`config.mk`:
```
export PLATFORM = sky130hd
export DESIGN_NAME = div_sequencer
export DESIGN_NICKNAME = d
export VERILOG_FILES = /design/src/rtl/div_sequencer.sv
export SDC_FILE = /design/constraint.sdc
export NUM_CORES = 1
export LEC_CHECK = 0
export ABC_AREA = 1
export CORE_UTILIZATION = 43
export DETAILED_ROUTE_END_ITERATION = 8
export PLACE_DENSITY = 0.91
export SETUP_SLACK_MARGIN = 0.4
export SLEW_MARGIN = 0
export SYNTH_ARGS = -nofsm -noshare
export SYNTH_HDL_FRONTEND = slang
export SYNTH_SLANG_ARGS = --single-unit
export TNS_END_PERCENT = 50
```
`constraint.sdc`:
```
create_clock -name CK -period 1.9 [get_ports CK]
set_clock_uncertainty 0.2 [all_clocks]
set_input_delay 0.38 -clock CK [delete_from_list [all_inputs] [get_ports CK]]
set_output_delay 0.38 -clock CK [all_outputs]
set_load 0.01 [all_outputs]
```
`src/rtl/div_sequencer.sv`:
```
// Control stage for the 24-bit sequential divider.
// It accepts an operand pair, runs the divider for a fixed count and returns the quotient.
module div_sequencer #(
    parameter int C_NUM_BITS   = 24,
    parameter int C_DIV_CYCLES = 32,
    parameter int C_CNT_BITS   = 6
) (
    input  logic                  CK,
    input  logic                  R,
    input  logic                  IN_VALID,
    output logic                  IN_READY,
    input  logic [C_NUM_BITS-1:0] IN_A,
    input  logic [C_NUM_BITS-1:0] IN_B,
    output logic                  DIV_RN,
    output logic                  DIV_E,
    output logic [C_NUM_BITS-1:0] DIV_A,
    output logic [C_NUM_BITS-1:0] DIV_B,
    input  logic [C_NUM_BITS-1:0] DIV_Q,
    output logic                  OUT_VALID,
    input  logic                  OUT_READY,
    output logic [C_NUM_BITS-1:0] OUT_Q,
    output logic                  OUT_DZ,
    output logic                  BUSY
);

    typedef enum logic [2:0] {
        IDLE,
        CLEAR,
        RUN,
        SETTLE,
        DONE
    } state_t;

    localparam logic [C_CNT_BITS-1:0] LastCount = C_CNT_BITS'(C_DIV_CYCLES - 1);

    state_t                  state_q;
    logic [C_CNT_BITS-1:0]   count_q;
    logic                    divRn_q;
    logic                    divE_q;
    logic [C_NUM_BITS-1:0]   divA_q;
    logic [C_NUM_BITS-1:0]   divB_q;
    logic                    outValid_q;
    logic [C_NUM_BITS-1:0]   outQ_q;
    logic                    outDz_q;

    // Divider pins are set on the edge entering a state, so they line up with it.
    // OUT_VALID rises one cycle after DONE is entered, once the quotient has settled.
    always_ff @(posedge CK) begin
        if (R) begin
            state_q    <= IDLE;
            count_q    <= '0;
            divRn_q    <= 1'b0;
            divE_q     <= 1'b0;
            divA_q     <= '0;
            divB_q     <= '0;
            outValid_q <= 1'b0;
            outQ_q     <= '0;
            outDz_q    <= 1'b0;
        end else begin
            case (state_q)
                IDLE: begin
                    divRn_q <= 1'b1;
                    divE_q  <= 1'b0;
                    if (IN_VALID) begin
                        divA_q <= IN_A;
                        divB_q <= IN_B;
                        if (IN_B == '0) begin
                            state_q <= DONE;
                            outQ_q  <= '1;
                            outDz_q <= 1'b1;
                        end else begin
                            state_q <= CLEAR;
                            divRn_q <= 1'b0;
                            divE_q  <= 1'b1;
                        end
                    end
                end
                CLEAR: begin
                    state_q <= RUN;
                    count_q <= '0;
                    divRn_q <= 1'b1;
                    divE_q  <= 1'b1;
                end
                RUN: begin
                    if (count_q == LastCount) begin
                        state_q <= SETTLE;
                        divE_q  <= 1'b0;
                    end else begin
                        count_q <= count_q + 1'b1;
                    end
                end
                SETTLE: begin
                    state_q <= DONE;
                    outQ_q  <= DIV_Q;
                    outDz_q <= 1'b0;
                end
                DONE: begin
                    if (outValid_q && OUT_READY) begin
                        state_q    <= IDLE;
                        outValid_q <= 1'b0;
                    end else begin
                        outValid_q <= 1'b1;
                    end
                end
                default: begin
                    state_q <= IDLE;
                end
            endcase
        end
    end

    assign IN_READY  = (state_q == IDLE);
    assign BUSY      = (state_q != IDLE);
    assign DIV_RN    = divRn_q;
    assign DIV_E     = divE_q;
    assign DIV_A     = divA_q;
    assign DIV_B     = divB_q;
    assign OUT_VALID = outValid_q;
    assign OUT_Q     = outQ_q;
    assign OUT_DZ    = outDz_q;

endmodule
```
; ---- Yosys cells after proc, flatten, opt, wreduce, memory -nomap -nowiden
; Cells that the tools add are included.
[classes]
n_addsub = 1
eq_ne = 10
mux = 21
n_reduce_logical = 13
[op_table]
columns = op, count
row1 = $mux 24, 2
row2 = $pmux 24 s2, 1
row3 = $logic_not 24->1, 1
row4 = $pmux 3 s5, 1
row5 = $mux 3, 4
row6 = $pmux 6 s2, 1
row7 = $mux 1, 8
row8 = $ne 2x2->1 const B, 4
row9 = $add 6x1->6 const B, 1
row10 = $eq 3x2->1 const B, 2
row11 = $eq 6x5->1 const B, 1
row12 = $mux 6, 1
row13 = $reduce_and 2->1, 3
row14 = $reduce_and 3->1, 2
row15 = $reduce_bool 2->1, 3
row16 = $reduce_bool 3->1, 2
row17 = $pmux 1 s2, 2
row18 = $eq 3x1->1 const B, 1
row19 = $eq 3x3->1 const B, 1
row20 = $logic_not 3->1, 1
row21 = $pmux 1 s3, 1
row22 = $ne 2x1->1 const B, 1
row23 = $logic_and 1x1->1, 1
[word_totals]
reg_bits = 85

; ---- Logic depth before layout (Yosys ltp)
[logic_depth]
depth_word = 4
ltp_mapped = 9
depth_no_buf = 9

; ---- Least setup slack after synthesis
; No wires, ideal clock.
[synth_timing]
kind = register to register
start = register count_q[0]
end = register count_q[5]
arrival_ns = 1.226
t_required_ns = 1.629
slack_ns = 0.404
stages_incl_launch_ff = 10
n_path_buf = 0
synth_period_minus_slack_ns = 1.496
path_cell_list = dfxtp_1 > ha_1 > nand2_1 > nor2_1 > nand2_1 > nand2_2 > nand2_2 > inv_1 > nand2_1 > a21oi_1
[synth_between]
elab_chain_cells = 3
elab_cells_between_ends = 6
cone_classes = add/sub (1) / eq/ne (2) / mux (2) / reduce/logical (1)
[synth_lines]
columns = element, line_no
row1 = "start, declared", 37  ; logic [C_CNT_BITS-1:0] count_q;
row2 = "start signal, assigned", 89  ; count_q <= count_q + 1'b1;
row3 = $add 6x1->6 or $eq 6x5->1 (tied branches), "89, 85"
row4 = $mux 6 or $ne 2x2->1 (tied branches), n/a
row5 = $pmux 6 s2 or $reduce_and 2->1 (tied branches), n/a
; Parallel ways exist; a longest one is shown, timed or not. The select of a mux whose other input is x is not followed.
; A chain may end at the register's enable or synchronous reset.

; ---- Worst setup path after layout
[layout_timing]
start = input port IN_B[14]
end = register outQ_q[12], in the netlist OUT_Q[12]
[layout_between]
elab_chain_cells = 3
[layout_lines]
columns = element, line_no
row1 = "start, declared", 13  ; input logic [C_NUM_BITS-1:0] IN_B,
row2 = $logic_not 24->1, 67  ; if (IN_B == '0) begin
row3 = $ne 2x1->1 (no line), n/a
row4 = $reduce_and 3->1 (no line), n/a
row5 = "end signal, assigned", 57  ; outQ_q <= '0;
row6 = "end signal, assigned", 69  ; outQ_q <= '1;
row7 = "end signal, assigned", 94  ; outQ_q <= DIV_Q;
row8 = "end, declared", 43  ; logic [C_NUM_BITS-1:0] outQ_q;
; Every way passes these cells.

==> flow_summary.ini <==
[timing]
hold_ws_ns = 0.1183
max_clock_freq_mhz = 591.8
setup_slack_ns = 0.2101
relSlewSlack_pct = 81.56
min_period_ns = 1.690
hold_viol_final = 0
rsz0062_at_grt = yes
fin_crit_sh_pct = 88.94
worstMarginPinSlew_ns = 0.2756
setup_viol = 0
final-max-slew-violation-count = 0
finalSetupTns_ns = 0

[final_layout]
final_area_mm2 = 0.006261
syn_to_final_growth_pct = 72.61
drive_gt1_share_pct = 40.49
final_core_util_pct = 76.58
instances_no_fill = 804
fin_nets = 773
diodes = 0

[logic_synthesis]
synth_nets = 581
ys_ff_latch = 85
avgSynthCellArea_um2 = 7.197
ys_seq_area_share_pct = 46.91
synth_cells = 504
ys_types = 26
synth_warnings = 0
syn-cell-area_mm2 = 0.003627

[routing]
drtIter0Drc = 191
drtPass1Iterations = 5
vias = 4114
ant_nets = 0
viasPerCell = 5.117
drt_wl_total_um = 12880
wl_per_cell_um = 16.02
route.detailed.drc = 0

[clock_network]
insertion_delay_ns = 0.35
clockBufferDepth = 2
root_buffer = clkbuf_8
cts_buffers = 9
postCtsHoldBufs = 0
cts_tree = yes
cts_htree_levels = 3
cts.sinks = 85
path_clk_slew_ns = 0.09

[critical_path]
worst_path_most_repeated_cell = nand2_2
max_stage_delay_ns = 0.46
critPathCaptureType = flip-flop
startpoint_type = input pin
critPathTopFamily = buffers and inverters
path_cells = clkdlybuf4s50_1 -> nor2_1 -> nand2_2 -> nor2_4 -> nand4_4 -> clkbuf_16 -> nand3_2 -> nand2_2 -> inv_1
cpMaxStageDelayCell = clkdlybuf4s50_1
r2r-start = state_q[0]
required_ns = 2.00
cp.arrival_ns = 1.79
critPathLaunch = IN_B[14]
crit_type = in -> reg
crit_buf_inv = 3
crit_path_max_fanout = 6

[placement]
place_hpwl_um = 7595
place_inst = 760
gp_congestion = 0.8324
placed_area_mm2 = 0.005380
numPortBuffers = 153
pre_cts_slack_ns = -0.1787

[min_path]
hold_path.startpoint = IN_B[1]
holdCritPathClass = in -> reg

[power]
vdd_drop_max_v = 0.0006597
power.density_mw_per_mm2 = 1011
total_power_mw = 6.329
p_leak_nw = 3.273

[floorplanning]
boundaryPins = 154
fp.coreArea_mm2 = 0.008175
dieArea_mm2 = 0.008807
die_height_um = 93.85
die_w_um = 93.85
fp-row-count = 33
initial_core_util_pct = 44.37

[global_route]
grt_pass1_wl_um = 17040
grt_overflow = 0
grt_max_degree = 35
grt_antenna_before_repair = 0
grt_util_all_layers_pct = 24.75
grt_pass1_vias = 3732

[run_status]
run_status = completed

[run]
max-cap-violations = 0
## area by class of cell
cell class,count,area [µm²]
fillers,531,1914
clock buffers,10,137.6
inverters,67,264.0
clock inverters,4,97.59
flip-flops and latches,85,1764
multi-input cells,328,1798
well taps,105,131.4
repair buffers,205,2068
## layout by cell type, fill, tap and decap left out, drive strengths merged
master         netlist  layout
nand2               50      51
clkinvlp             0       1
clkbuf              11      17
bufinv               0       3
nand4                6       6
dfxtp               85      85
inv                 67      67
nand3               31      31
buf                 14      87
a21boi               1       1
o21ai               52      52
ha                   1       1
dlymetal6s2s         0      20
o21bai               1       1
nor3                 3       3
clkdlybuf4s15        0      36
clkdlybuf4s50        0      55
nor2               172     172
a21oi               10      10
## cells in the mapped netlist, drive strengths merged
cell type	number	share of area, %
a21boi	1	0.21
a21oi	10	1.5
buf	14	2.9
clkbuf	11	1.1
dfxtp	85	47
ha	1	0.34
inv	67	6.9
nand2	50	5.5
nand3	31	6.9
nand4	6	1.4
nor2	172	18
nor3	3	0.41
o21ai	52	7.2
o21bai	1	0.21
## kinds of logic after synthesis
family                     after synthesis  share of synthesized area (%)
buffers and inverters                   92                          10.93
and+or+nand+nor                        262                          32.74
adders and majority gates                1                         0.3449
DFF                                     85                          46.91
AOI/OAI and AO/OA                       64                          9.072
## report_power, final
group	switching, mW	total, mW	internal [mW]
combinational	1.28	2.48	1.20
clock	0.645	1.54	0.895
sequential	0.187	2.31	2.12
total	2.11	6.33	4.22
## flip-flops by register name (all words and copies together), names as in the netlist
| name | count |
|---|---|
| DIV_E | 1 |
| count_q | 6 |
| state_q | 3 |
| OUT_Q | 24 |
| DIV_B | 24 |
| DIV_A | 24 |
| OUT_VALID | 1 |
| OUT_DZ | 1 |
| DIV_RN | 1 |
## metal layers
metal,part of all wire (%),global-route usage (%),wire length (µm),vias up
met5,0,0,0,-
met4,4.1,9.359,528,0
met3,7.0,6.796,899,49
met2,51,45.38,6622,193
met1,37,26.82,4826,1939
li1,-,-,-,1933
## final timing paths
kind              slack (ns)  depth (start not counted)   endpoint
setup / recovery        0.21                          9  OUT_Q[12]
hold / removal          0.12                          3   DIV_B[1]
setup reg to reg        0.22                          7   DIV_B[3]
hold reg to reg         0.27                          2     OUT_DZ
## tightest hold or removal path, stage by stage
cell and delay (ns):
dlymetal6s2s_1 0.11, nor2_1 0.06, nor2_1 0.09
## timing repair
action                                  4_1_cts  5_1_grt
resized for setup                           336      122
cloned                                        1       11
buffers inserted                             10        8
endpoints found under the setup margin      161      121
pin swaps                                     7       37
Note: power is estimated with default switching activity, not from simulation.
